$ cat config.mk
export PLATFORM = sky130hd
export DESIGN_NAME = mem_arbiter
export DESIGN_NICKNAME = d
export VERILOG_FILES = /design/src/rtl/mem_arb_pkg.sv /design/src/rtl/mem_align_chk.sv /design/src/rtl/mem_arbiter.sv
export SDC_FILE = /design/constraint.sdc
export NUM_CORES = 1
export LEC_CHECK = 0
export BUFFER_PORTS_ARGS = -buffer_cell sky130_fd_sc_hd__buf_2
export CELL_PAD_IN_SITES_DETAIL_PLACEMENT = 1
export CELL_PAD_IN_SITES_GLOBAL_PLACEMENT = 2
export CORE_MARGIN = 1.5
export CORE_UTILIZATION = 25
export CTS_CLUSTER_SIZE = 10
export DETAILED_ROUTE_END_ITERATION = 10
export HOLD_SLACK_MARGIN = 0.08
export PLACE_DENSITY_LB_ADDON = 0.1
export SYNTH_ARGS = -nofsm -noshare
export SYNTH_HDL_FRONTEND = slang
export SYNTH_SLANG_ARGS = --single-unit
$ cat constraint.sdc
create_clock -name clk -period 1.8 [get_ports clk]
set_input_delay 0.18 -clock clk [delete_from_list [all_inputs] [get_ports clk]]
set_output_delay 0.18 -clock clk [all_outputs]
set_load 0.01 [all_outputs]
$ cat src/rtl/mem_arb_pkg.sv
// Shared types for the unified-memory arbiter: FSM states, requester ids, access sizes.
// Pure declarations; no timing or flow-control behaviour of its own.
// Consumers: mem_arbiter and mem_align_chk.
package mem_arb_pkg;

    typedef enum logic {
        IDLE   = 1'b0,
        ACCESS = 1'b1
    } state_t;

    localparam logic PORT_IF = 1'b0;
    localparam logic PORT_D  = 1'b1;

    typedef enum logic [1:0] {
        SZ_B = 2'd0,
        SZ_H = 2'd1,
        SZ_W = 2'd2
    } size_t;

    // Byte takes precedence when both size bits are set.
    function automatic size_t to_size(input logic by, input logic half);
        if (by)
            return SZ_B;
        if (half)
            return SZ_H;
        return SZ_W;
    endfunction

endpackage

$ cat src/rtl/mem_align_chk.sv
// Alignment legality for one access: size plus the two low address bits.
// Latency: combinational, zero cycles.
// Backpressure: none; pure function of its inputs.
module mem_align_chk
    import mem_arb_pkg::*;
(
    input  size_t      size,
    input  logic [1:0] addr_lo,
    output logic       legal
);

    always_comb begin
        legal = 1'b0;
        case (size)
            SZ_B:    legal = 1'b1;
            SZ_H:    legal = ~addr_lo[0];
            SZ_W:    legal = (addr_lo == 2'b00);
            default: legal = 1'b0;
        endcase
    end

endmodule

$ cat src/rtl/mem_arbiter.sv
// Round-robin arbiter/sequencer between fetch and load/store ports of a single-ported memory.
// Latency: grant in IDLE, one ACCESS cycle, done two cycles after request (error: one cycle).
// Backpressure: requesters hold req until their done pulse; the other port waits in IDLE.
module mem_arbiter
    import mem_arb_pkg::*;
#(
    parameter int AW = 8,
    parameter int DW = 32
) (
    input  logic          clk,
    input  logic          rst,

    input  logic          if_req,
    input  logic [AW-1:0] if_addr,
    output logic [DW-1:0] if_rdata,
    output logic          if_done,
    output logic          if_err,

    input  logic          d_req,
    input  logic          d_we,
    input  logic          d_by,
    input  logic          d_half,
    input  logic          d_unsign,
    input  logic [AW-1:0] d_addr,
    input  logic [DW-1:0] d_wdata,
    output logic [DW-1:0] d_rdata,
    output logic          d_done,
    output logic          d_err,

    output logic          mem_read,
    output logic          mem_write,
    output logic          mem_by,
    output logic          mem_half,
    output logic          mem_unsign,
    output logic [AW-1:0] mem_addr,
    output logic [DW-1:0] mem_wdata,
    input  logic [DW-1:0] mem_rdata,

    output logic          busy
);

    state_t state;
    logic   last_grant;
    logic   cur_port;
    size_t  lat_size;
    logic   lat_unsign;
    logic   lat_we;

    logic   if_elig;
    logic   d_elig;
    logic   gnt_vld;
    logic   gnt_port;
    logic   gnt_legal;
    size_t  gnt_size;
    logic [1:0] gnt_lo;

    // A port's own done cycle masks its still-high req so it is not granted twice.
    always_comb begin
        if_elig  = if_req && !if_done;
        d_elig   = d_req && !d_done;
        gnt_vld  = (state == IDLE) && (if_elig || d_elig);
        if (if_elig && d_elig)
            gnt_port = ~last_grant;
        else
            gnt_port = d_elig ? PORT_D : PORT_IF;
        gnt_size = (gnt_port == PORT_IF) ? SZ_W : to_size(d_by, d_half);
        gnt_lo   = (gnt_port == PORT_IF) ? if_addr[1:0] : d_addr[1:0];
    end

    mem_align_chk u_align_chk (
        .size    (gnt_size),
        .addr_lo (gnt_lo),
        .legal   (gnt_legal)
    );

    always_ff @(posedge clk) begin
        if (!rst) begin
            state      <= IDLE;
            last_grant <= PORT_D;
            cur_port   <= PORT_IF;
            lat_size   <= SZ_W;
            lat_unsign <= 1'b0;
            lat_we     <= 1'b0;
            mem_addr   <= '0;
            mem_wdata  <= '0;
            if_rdata   <= '0;
            d_rdata    <= '0;
            if_done    <= 1'b0;
            if_err     <= 1'b0;
            d_done     <= 1'b0;
            d_err      <= 1'b0;
        end else begin
            if_done <= 1'b0;
            if_err  <= 1'b0;
            d_done  <= 1'b0;
            d_err   <= 1'b0;
            case (state)
                IDLE: begin
                    if (gnt_vld) begin
                        last_grant <= gnt_port;
                        if (gnt_legal) begin
                            state    <= ACCESS;
                            cur_port <= gnt_port;
                            lat_size <= gnt_size;
                            if (gnt_port == PORT_IF) begin
                                mem_addr   <= if_addr;
                                lat_we     <= 1'b0;
                                lat_unsign <= 1'b0;
                            end else begin
                                mem_addr   <= d_addr;
                                lat_we     <= d_we;
                                lat_unsign <= d_unsign;
                                mem_wdata  <= d_wdata;
                            end
                        end else if (gnt_port == PORT_IF) begin
                            if_done <= 1'b1;
                            if_err  <= 1'b1;
                        end else begin
                            d_done <= 1'b1;
                            d_err  <= 1'b1;
                        end
                    end
                end
                ACCESS: begin
                    state <= IDLE;
                    if (cur_port == PORT_IF) begin
                        if_rdata <= mem_rdata;
                        if_done  <= 1'b1;
                    end else begin
                        if (!lat_we)
                            d_rdata <= mem_rdata;
                        d_done <= 1'b1;
                    end
                end
            endcase
        end
    end

    // Memory controls decode only from registered state, so they are glitch-free to the RAM.
    assign busy       = (state == ACCESS);
    assign mem_read   = busy && !lat_we;
    assign mem_write  = busy && lat_we;
    assign mem_by     = busy && (lat_size == SZ_B);
    assign mem_half   = busy && (lat_size == SZ_H);
    assign mem_unsign = busy && lat_unsign;

endmodule

After elaboration in Yosys (flattened, before gate mapping)
Cells that the tools add are included.

Flip-flop bits (word level): 115. Input port bits: 88. Output and inout bits: 114. Word-level logic and storage cells: 73.

Equality and inequality tests: 3. Muxes and demuxes: 28. Bitwise gates (word level): 6. Reductions and logical operators: 22.

Operator list (count): two-way mux 1 bit (17); two-way mux 2 bit (6); logical AND 1 bit (9); two-way mux 8 bit (1); zero test 2 bit (3); NOT 1 bit (6); case mux 1 bit (2 select lines) (3); AND reduction 3 bit (2); == test 2 x 1 -> 1 bit, second input constant (2); AND reduction 2 bit (2); AND reduction 4 bit (1); zero test 1 bit (3); case mux 1 bit (3 select lines) (1); == test 2 bit, second input constant (1); OR reduction 2 bit (1); logical OR 1 bit (1).

Logic depth before layout (Yosys ltp)
Gate-level depths: netlist of run 1.

Word-level depth: 10. Gate-level depth with buffers: 8. Gate-level depth less buffers: 5.

By module
From an unflattened synthesis of run 1, not the netlist that was laid out.

Cell total of the unflattened synthesis: 530. Area, all modules: 4495.6 um^2.

Modules (own cells, without submodules): mem_arbiter (times used 1, cells an instance 528, area an instance 4481.8 um^2, sequential area each 2302.2 um^2); mem_align_chk (times used 1, cells an instance 2, area an instance 13.8 um^2, sequential area each 0.0 um^2).

Worst setup path after synthesis of run 1
OpenSTA, ideal clock, no wires.

Path kind: reg2reg. From: register d_done. To: register mem_wdata[10]. Setup time: 0.128 ns. Arrival time: 1.574 ns. Data required time: 1.672 ns. Setup slack: 0.099 ns. Cell stages (with the launch flop): 9. Buffers on the path: 3. Clock period less this slack: 1.701 ns. Cells stage by stage: dfxtp_1 nand2b_4 o21bai_1 buf_6 or3_1 buf_6 buf_6 mux2i_1 nor2_1.

Word-level cells in the longest chain between the ends: 8. Elaborated cells between the ends (all ways): 16. Classes of those cells: eq/ne: 2; mux: 5; bitwise: 1; reduce/logical: 8.

RTL lines: from (decl) (RTL line mem_arbiter.sv:27) `output logic d_done,`; from (signal assigned) (RTL line mem_arbiter.sv:90) `d_done <= 1'b0;`; from (signal assigned) (RTL line mem_arbiter.sv:95) `d_done <= 1'b0;`; from (signal assigned) (RTL line mem_arbiter.sv:119) `d_done <= 1'b1;`; zero test 1 bit (*) (RTL line mem_arbiter.sv:60) `d_elig = d_req && !d_done;`; logical AND 1 bit (*) (RTL line mem_arbiter.sv:60); two-way mux 1 bit / logical AND 1 bit (equally long branches) (RTL line mem_arbiter.sv:65, mem_arbiter.sv:62); two-way mux 1 bit (RTL line mem_arbiter.sv:62) `if (if_elig && d_elig)`; two-way mux 2 bit, on equally long branches (RTL line mem_arbiter.sv:66, mem_arbiter.sv:67); == test 2 bit, or another cell as far along (RTL line mem_align_chk.sv:14) `case (size)`; case mux 1 bit (3 select lines) (RTL line mem_align_chk.sv:14); AND reduction 4 bit (no source line) (*); to (signal assigned) (RTL line mem_arbiter.sv:113) `mem_wdata <= d_wdata;`; to (decl) (RTL line mem_arbiter.sv:36) `output logic [DW-1:0] mem_wdata,`.

Mark *: on every way between the ends. The rest lies on a longest branch, timed or not. A chain may end at the register's enable or synchronous reset.

Worst setup path in the final report of run 1
From: input port d_half. To: register mem_wdata[0].

Word-level cells in the longest chain between the ends: 8. Elaborated cells between the ends (all ways): 11. Classes of those cells: eq/ne: 2; mux: 7; reduce/logical: 2.

RTL lines: from (decl) (RTL line mem_arbiter.sv:22) `input logic d_half,`; two-way mux 1 bit (2 in a row) (RTL line mem_arb_pkg.sv:24) `if (half)`; two-way mux 2 bit (*) (RTL line mem_arb_pkg.sv:26) `return SZ_W;`; two-way mux 2 bit (*) (RTL line mem_arb_pkg.sv:24); two-way mux 2 bit (*) (RTL line mem_arbiter.sv:66) `gnt_size = (gnt_port == PORT_IF) ? SZ_W : to_size(d_by, d_half);`; == test 2 bit, or another cell as far along (RTL line mem_align_chk.sv:14); case mux 1 bit (3 select lines) (*) (RTL line mem_align_chk.sv:14); AND reduction 4 bit (no source line) (*).

Mark *: on every way between the ends. The rest lies on a longest branch, timed or not. The select of a mux whose other input is x is not followed.

==> impl_metrics.toml, run 1 <==
[critical_path]
timing.critical_path.to_type = "flip-flop"
crit_path_max_fanout = 35
crit_required_ps = 2100
crit_arrival_ps = 2010
timing_worst_setup_path_type = "input port to flip-flop"
reg2reg_depth = 6
timing.critical_path.from_type = "input port"
r2r_setup_slack_ps = 100

[timing]
drv_slew = 0
final.min_clock_period_ps = 1710
setup_violations = 0
tightestPinTransition_ps = 447
final_min_period_over_clock_period = 0.952
hold_slack_ps = 106
timing.final.hold_violations = 0
max_freq_mhz = 583
slew_headroom = 0.702
finalClockSkew_ps = 9.21
rsz0062_at_grt = "true"
fin_ws_ps = 85.8

[die]
dieWidth_um = 133
ioPinCount = 202
floorplan.die.height_um = 133
initial_utilization = 0.255
design.core.area_um2 = 16500
fp.dieArea_um2 = 17600
rows = 47

[finish]
area_delta_synth_final_pct = 60.4
drive_gt1_frac = 0.332
final_net_count = 836
antennaDiodeCount = 0
instances_no_fill = 979

[clocking]
cts_h_tree_lvls = 4
cts_sinks = 115
root_buffer_cell = "sky130_fd_sc_hd__clkbuf_16"
clkTransAtPathRegs_ps = 50
worstSkewPairLatency_ps = 410
clock_tree.buffer_depth = 2
cts_setup_buffers = 0
clock_tree_from_tritoncts = "yes"
cts-buffers-inserted = 17

[grt]
grt_pass1_vias = 4737
first_pass_grt_wire_length_um = 23200
overflow = 0
antenna_found_initial = 0
groute.usage.overall = 0.167
grt_start_max_net_pins = 58

[drt]
vias_per_cell = 4.44
dr_total_vias = 4347
routed-wl-met2_um = 6990
detail-route-antenna-nets = 0
wl_met3_um = 969
detail_route.wirelength_um = 14200
drc_errors = 0
drt_first_pass_iters = 4
dr_top_layer = "met4"
metal_1_wl_um = 6020
wire_per_inst_um = 14.5
drt_iter0_drc = 83

[power]
power.density_cell_area_nw_per_um2 = 1010
p_sw_frac = 0.238
power_frac_seq = 0.404
power_frac_clock = 0.462
vdd.ir_drop.worst_uv = 601
p_leak_nw = 3.22
power.combinational.fraction = 0.134
total_power_mw = 6.80
power_switching_mw = 1.62
cell_internal_pwr_mw = 5.18

[synthesis]
ys_ff_latch = 115
yosysWarningCount = 0
ys_async_sr_fraction = 0
share_of_synthesized_area_occupied_by_flip_flops_and_latches = 0.549
prevailing_post_synth_register_cell = "sky130_fd_sc_hd__dfxtp_1"
synth_top_area_frac = 0.549
post_synth_num_cell_types = 30
postSynthCellCount = 479
synth-edff-count = 0
yosys-top-cells-count = "sky130_fd_sc_hd__nand2_1, sky130_fd_sc_hd__dfxtp_1, sky130_fd_sc_hd__a21oi_1"
syn-mean-instance-area_um2 = 8.76
synthesis.area_um2 = 4190
yosys-top-cells-area = "sky130_fd_sc_hd__dfxtp_1, sky130_fd_sc_hd__nand2_1, sky130_fd_sc_hd__mux2i_1"
mappedNetlistNets = 567
yosysMostFrequentCell = "sky130_fd_sc_hd__nand2_1"
yosys.area.top_type = "sky130_fd_sc_hd__dfxtp_1"

[min_path]
hold_depth = 3
hold_path.class = "input port to flip-flop"

[placement]
numPlacedInstances = 881
port-buffer-count = 201
place_hpwl_um = 9740
globalplace.congestion = 0.703
dp_slack_ps = -80.3

[job]
number_of_violations_of_the_max_capacitance_limit = 0

[run_status]
result_of_the_run = "finished, final reports clean"
## kinds of logic (layout without fill, tap and decap cells)
group,after synthesis,in the layout,synth area share
AND/OR/NAND/NOR,189,189,0.183
flip-flops,115,115,0.549
AO/OA/AOI/OAI,96,96,0.125
multiplexers,42,42,0.101
buffers and inverters,37,317,0.0424
## final cells by class
class                           instances  area (µm²)
Fill cell                            1973        9740
Sequential cell                       115        2300
Timing Repair Buffer                  285        1860
Multi-Input combinational cell        327        1730
Clock buffer                           25         505
Tap cell                              220         275
Clock inverter                          5        50.0
Inverter                                2        8.76
## placed cells by master, fill, tap and decap left out, types with 2 or more instances in the layout
cell                            netlist  final
sky130_fd_sc_hd__clkbuf_16            0     17
sky130_fd_sc_hd__nor2_1              35     34
sky130_fd_sc_hd__buf_4                0     12
sky130_fd_sc_hd__nor2b_1              3      2
sky130_fd_sc_hd__dlygate4sd3_1        0     68
sky130_fd_sc_hd__nand2b_1             2      2
sky130_fd_sc_hd__nor4_1               2      2
sky130_fd_sc_hd__and2_1               4      4
sky130_fd_sc_hd__o21bai_1             2      2
sky130_fd_sc_hd__buf_2                1    201
sky130_fd_sc_hd__a21oi_1             76     76
sky130_fd_sc_hd__clkbuf_8             0      5
sky130_fd_sc_hd__o22ai_1              2      2
sky130_fd_sc_hd__nor3_1               2      2
sky130_fd_sc_hd__nand2_1            135    135
sky130_fd_sc_hd__o21ai_0              3      3
sky130_fd_sc_hd__mux2i_1             41     39
sky130_fd_sc_hd__clkinv_2             0      5
sky130_fd_sc_hd__mux2i_2              0      2
sky130_fd_sc_hd__dfxtp_1            115    115
sky130_fd_sc_hd__clkbuf_1            29      3
sky130_fd_sc_hd__a211oi_1             8      8
sky130_fd_sc_hd__buf_12               0      4
## flip-flops by register name, indices dropped and copies added, names as in the netlist, 2 cells and up
signal / count
d_rdata: 32
lat_size: 2
mem_addr: 8
if_rdata: 32
mem_wdata: 32
## power by group through the flow
| stage | combinational (mW) | clock, mW | sequential, mW |
|---|---|---|---|
| after floorplan | 0.384 | 0 | 2.85 |
| after global placement | 0.783 | 0 | 2.79 |
| after detailed placement | 0.800 | 0 | 2.80 |
| after CTS | 0.919 | 3.25 | 2.75 |
| after global routing | 1.01 | 3.36 | 2.77 |
| final | 0.911 | 3.14 | 2.75 |
## final timing paths
kind	startpoint	endpoint
worst max-delay path	d_half	mem_wdata[0]
worst min-delay path	d_by	lat_size[0]
worst max register to register	d_done	mem_wdata[0]
worst min register to register	d_rdata[23]	d_rdata[23]
## layer usage
metal / up-vias / GRT usage
met5: - / 0
met4: 0 / 0.0647
met3: 14 / 0.0582
met2: 153 / 0.290
met1: 2051 / 0.189
li1: 2129 / -
## repair_timing
item / CTS / global route
endpoints found under the hold margin: 101 / 0
gates resized for setup: 1 / 2
hold buffers: 68 / 0
endpoints found under the setup margin: 10 / 2
## stage by stage
stage	cell area (µm²)	util	TNS [ps]
finish	6730	0.409	0
global route	6730	0.409	-0.932
CTS	6720	0.408	0
detailed placement	5480	0.333	-498
global placement	5480	0.333	0
floorplan	4190	-	0
## critical path: stages
cell,delay [ps]
sky130_fd_sc_hd__dlygate4sd3_1,520
sky130_fd_sc_hd__buf_2,130
sky130_fd_sc_hd__nor2b_1,50
sky130_fd_sc_hd__o21ba_1,190
sky130_fd_sc_hd__or3_2,450
sky130_fd_sc_hd__buf_12,210
sky130_fd_sc_hd__mux2i_2,200
sky130_fd_sc_hd__nor2_1,50
No activity file was read; power rests on OpenSTA's default activity.
==> run 2: changes to the inputs <==
- CTS_CLUSTER_SIZE: 10 -> 20
- clock period: 1.8 -> 1.64 ns (I/O delays scaled with it)
==> run 2 against run 1 <==
Against the previous run:
- worst setup slack got worse by 77 ps
- largest power group unchanged
- utilization increased by 1.6 points
- worst hold slack got worse by 11 ps
==> impl_metrics.toml, run 2 (synthesis results as in run 1) <==
[run_status]
result_of_the_run = "finished, final reports clean"

[timing]
slew_headroom = 0.736
drv_slew = 0
final.min_clock_period_ps = 1630
timing.final.hold_violations = 0
rsz0062_at_grt = "true"
setup_violations = 0
final_min_period_over_clock_period = 0.995
max_freq_mhz = 613
tightestPinTransition_ps = 396
hold_slack_ps = 94.9
finalClockSkew_ps = 5.85

[clocking]
cts_setup_buffers = 0
root_buffer_cell = "sky130_fd_sc_hd__clkbuf_16"
clkTransAtPathRegs_ps = 60
cts_sinks = 115
worstSkewPairLatency_ps = 410
clock_tree.buffer_depth = 2
cts-buffers-inserted = 17
cts_h_tree_lvls = 4
clock_tree_from_tritoncts = "yes"

[power]
p_leak_nw = 3.34
vdd.ir_drop.worst_uv = 682
power.density_cell_area_nw_per_um2 = 1170
total_power_mw = 8.19

[drt]
drt_iter0_drc = 110
vias_per_cell = 4.38
wire_per_inst_um = 14.7
drc_errors = 0
detail_route.wirelength_um = 14600
detail-route-antenna-nets = 0
dr_total_vias = 4337
drt_first_pass_iters = 4

[finish]
antennaDiodeCount = 0
final_net_count = 846
layout_top_registers = "d_rdata x32, if_rdata x32, mem_wdata x32"
postLayoutCoreUtil = 0.425
most_frequent_standard_cell_in_the_layout_excluding_fill_and_tap_cells = "sky130_fd_sc_hd__buf_2"
highest_count_cells_in_the_layout_ignoring_fill_and_taps = "sky130_fd_sc_hd__buf_2, sky130_fd_sc_hd__nand2_1, sky130_fd_sc_hd__dfxtp_1"
drive_gt1_frac = 0.351
area_delta_synth_final_pct = 66.8

[critical_path]
crit_chain = "nand2b_4 -> o21bai_4 -> or3_4 -> buf_12 -> mux2i_2 -> nor2_1"
timing.critical_path.to_type = "flip-flop"
timing.critical_path.from_type = "flip-flop"
crit_required_ps = 1940
cpMaxStageDelayCell = "sky130_fd_sc_hd__or3_4"
crit_arrival_ps = 1930
worstPathBufferInverterCount = 1
slowest_delay_ps = 440
timing.critical_path.max_delay_family = "simple AND/OR/NAND/NOR gates"
timing_worst_setup_path_type = "flip-flop to flip-flop"
crit_path_max_fanout = 18

[die]
design.core.area_um2 = 16500
dieWidth_um = 133
rows = 47
ioPinCount = 202
initial_utilization = 0.255
floorplan.die.height_um = 133
fp.dieArea_um2 = 17600

[min_path]
hold_path.class = "input port to flip-flop"

[placement]
globalplace.congestion = 0.715
place_hpwl_um = 9780
port-buffer-count = 201

[grt]
grt_start_max_net_pins = 37
groute.usage.overall = 0.167
overflow = 0
antenna_found_initial = 0
first_pass_grt_wire_length_um = 23100
grt_pass1_vias = 4601

[job]
number_of_violations_of_the_max_capacitance_limit = 0
==> run 2: cell count changes in the layout (fill, tap and decap cells not counted), sizes merged <==
cell / before / now
mux2: 1 / 2
clkinvlp: 0 / 1
clkbuf: 25 / 22
dlygate4sd3: 68 / 69
buf: 217 / 225
bufinv: 1 / 5
==> run 2: path summary, 6_finish.rpt <==
| path | cells past startpoint | start | to | slack [ps] |
|---|---|---|---|---|
| min reg2reg | 2 | if_rdata[24] | if_rdata[24] | 450 |
| max reg2reg | 6 | d_done | mem_wdata[10] | 9 |
| min | 3 | d_addr[5] | mem_addr[5] | 90 |
| max | 6 | d_done | mem_wdata[10] | 9 |
==> run 2: tightest hold or removal path, delay by kind of cell <==
| family | cells | cell delay, ps |
|---|---|---|
| mux | 1 | 110 |
| buf+inv | 1 | 90 |
| compound gates | 1 | 80 |
==> run 2: cell type report <==
type                            count  area [µm²]
Fill cell                        1922        9470
Tap cell                          220         275
Timing Repair Buffer              294        1960
Inverter                            2        8.76
Multi-Input combinational cell    328        1790
Clock inverter                     10         178
Sequential cell                   115        2300
Clock buffer                       22         474
==> run 2: routing by layer <==
| layer | vias to the layer above | part of all wire | GRT usage |
|---|---|---|---|
| met3 | 16 | 0.067 | 0.0544 |
| met1 | 2024 | 0.42 | 0.187 |
| met5 | - | 0 | 0 |
| met4 | 0 | 0.017 | 0.0696 |
| met2 | 138 | 0.49 | 0.293 |
| li1 | 2159 | - | - |
==> run 2: per-stage QoR <==
| step | cell area (µm²) | cells | worst slack (ps) | setup TNS, ps |
|---|---|---|---|---|
| 6_report | 7000 | 991 | 8.94 | 0 |
| 5_1_grt | 7000 | 991 | -47.9 | -503 |
| 4_1_cts | 6940 | 990 | 26.0 | 0 |
| 3_5_place_dp | 5550 | 888 | -263 | -4700 |
| 3_3_place_gp | 5550 | 888 | -92.7 | -1160 |
| 2_1_floorplan | 4200 | 479 | -13.9 | -362 |
==> run 2: where the power goes <==
part	switching [mW]	total (mW)	leakage [nW]	internal, mW
Sequential	0.0763	3.02	0.936	2.94
Clock	1.28	4.09	0.320	2.81
Combinational	0.540	1.09	2.08	0.545
==> run 2: what timing repair did <==
action	4_1_cts	5_1_grt
gates cloned	1	1
pin swaps	0	2
resized for setup	6	11
hold buffers	69	0
endpoints found under the setup margin	43	33
endpoints found under the hold margin	101	0
==> run 3: changes to the inputs <==
- CTS_BUF_LIST: not set -> sky130_fd_sc_hd__clkbuf_16
==> run 3 against run 2 <==
Against the previous run:
- worst setup slack worse by 8.5 ps
- register-to-register slack is essentially flat
- sequential power hardly changed
- total power decreased by 1.8%
- wire length decreased by 0.20%
- global-route usage about the same
- highest routed layer unchanged
- non-clock buffer count unchanged
- via count decreased by 0.21%
- clock skew is 1.7 ps higher
- sequential share of layout area rose by 0.12 points
- cell area fell by 0.38%
==> impl_metrics.toml, run 3 (synthesis results as in run 1) <==
[job]
number_of_violations_of_the_max_capacitance_limit = 0

[critical_path]
crit_arrival_ps = 1940
timing.critical_path.to_type = "flip-flop"
timing.critical_path.from_type = "flip-flop"
crit_path_max_fanout = 18
crit_required_ps = 1940
timing_worst_setup_path_type = "flip-flop to flip-flop"
reg2reg_depth = 6

[power]
power_switching_mw = 1.90
power_frac_seq = 0.376
power.combinational.fraction = 0.135
p_leak_nw = 3.33
vdd.ir_drop.worst_uv = 685
power_frac_clock = 0.489
p_sw_frac = 0.236
cell_internal_pwr_mw = 6.14
power.density_cell_area_nw_per_um2 = 1150

[timing]
setup_violations = 0
drv_slew = 0
final_min_period_over_clock_period = 1.00
finalClockSkew_ps = 7.59
final.min_clock_period_ps = 1640
max_freq_mhz = 610
timing.final.hold_violations = 0
rsz0062_at_grt = "true"
tightestPinTransition_ps = 388
fin_ws_ps = 0.408
slew_headroom = 0.741

[placement]
numPlacedInstances = 888
globalplace.congestion = 0.715
port-buffer-count = 201
dp_slack_ps = -263
place_hpwl_um = 9780

[die]
ioPinCount = 202
dieWidth_um = 133
design.core.area_um2 = 16500
floorplan.die.height_um = 133
rows = 47
initial_utilization = 0.255
fp.dieArea_um2 = 17600

[drt]
detail-route-antenna-nets = 0
vias_per_cell = 4.37
drt_iter0_drc = 110
drt_first_pass_iters = 4
detail_route.wirelength_um = 14500
drc_errors = 0
wire_per_inst_um = 14.7
dr_total_vias = 4328

[min_path]
hold_depth = 3
hold_path.class = "input port to flip-flop"

[clocking]
clkTransAtPathRegs_ps = 60
cts_h_tree_lvls = 4
worstSkewPairLatency_ps = 410
root_buffer_cell = "sky130_fd_sc_hd__clkbuf_16"
clock_tree.buffer_depth = 2
clock_tree_from_tritoncts = "yes"
cts-buffers-inserted = 17
cts_sinks = 115

[grt]
grt_pass1_vias = 4597
first_pass_grt_wire_length_um = 23100
overflow = 0
grt_start_max_net_pins = 37
groute.usage.overall = 0.167
antenna_found_initial = 0

[finish]
instances_no_fill = 991
n_fill_cell = 1930
most_frequent_standard_cell_in_the_layout_excluding_fill_and_tap_cells = "sky130_fd_sc_hd__buf_2"
final_net_count = 846
layout_top_registers = "d_rdata x32, if_rdata x32, mem_wdata x32"
highest_count_cells_in_the_layout_ignoring_fill_and_taps = "sky130_fd_sc_hd__buf_2, sky130_fd_sc_hd__nand2_1, sky130_fd_sc_hd__dfxtp_1"
area_delta_synth_final_pct = 66.2
drive_gt1_frac = 0.349
antennaDiodeCount = 0
postLayoutCoreUtil = 0.423

[run_status]
result_of_the_run = "finished, final reports clean"
## run 3: repair_timing
| item | in CTS | in global routing |
|---|---|---|
| hold buffers | 69 | 0 |
| gates cloned | 1 | 1 |
| setup endpoints to repair | 43 | 31 |
| hold endpoints to repair | 101 | 0 |
| pin swaps | 0 | 2 |
| resized for setup | 6 | 12 |
| buffers inserted | 0 | 0 |
## run 3: worst paths after layout
path	from	to	slack, ps
hold / removal	d_addr[5]	mem_addr[5]	90
hold reg to reg	if_rdata[22]	if_rdata[22]	450
setup reg to reg	d_done	mem_wdata[10]	0.4
setup / recovery	d_done	mem_wdata[10]	0.4
## run 3: critical path: stages, from the launching register on
cell and delay, ps:
sky130_fd_sc_hd__dfxtp_2 310, sky130_fd_sc_hd__nand2b_4 130, sky130_fd_sc_hd__o21bai_4 200, sky130_fd_sc_hd__or3_4 440, sky130_fd_sc_hd__buf_12 190, sky130_fd_sc_hd__mux2i_2 180
sky130_fd_sc_hd__nor2_1 60
## run 3: per-layer routing
layer	track usage	vias up	routed length, µm
li1	-	2154	-
met1	0.188	2019	6220
met2	0.291	137	7100
met3	0.0548	18	956
met4	0.0702	0	267
met5	0	-	0
## run 3: metrics by stage
step	hold slack [ps]	area [µm²]	total power, mW	TNS (ps)
finish	93.0	6970	8.04	0
global route	108	6970	8.39	-482
global placement	393	5550	3.95	-1160
CTS	80.2	6910	8.13	0
floorplan	300	4200	3.55	-362
detailed placement	404	5550	3.98	-4700
## run 3: power groups by stage
stage / logic, mW / clock network, mW / registers, mW
5_1_grt: 1.19 / 4.16 / 3.04
3_3_place_gp: 0.881 / 0 / 3.07
4_1_cts: 1.07 / 4.04 / 3.02
2_1_floorplan: 0.426 / 0 / 3.13
3_5_place_dp: 0.909 / 0 / 3.07
6_report: 1.09 / 3.93 / 3.02
## run 3: cell type report
type | count | area [µm²] | share of cell area
flip-flops and latches | 115 | 2300 | 0.330
repair buffers | 294 | 1960 | 0.282
multi-input cells | 328 | 1800 | 0.258
clock buffers | 17 | 425 | 0.0610
well taps | 220 | 275 | 0.0395
clock inverters | 15 | 196 | 0.0282
inverters | 2 | 8.76 | 0.00126
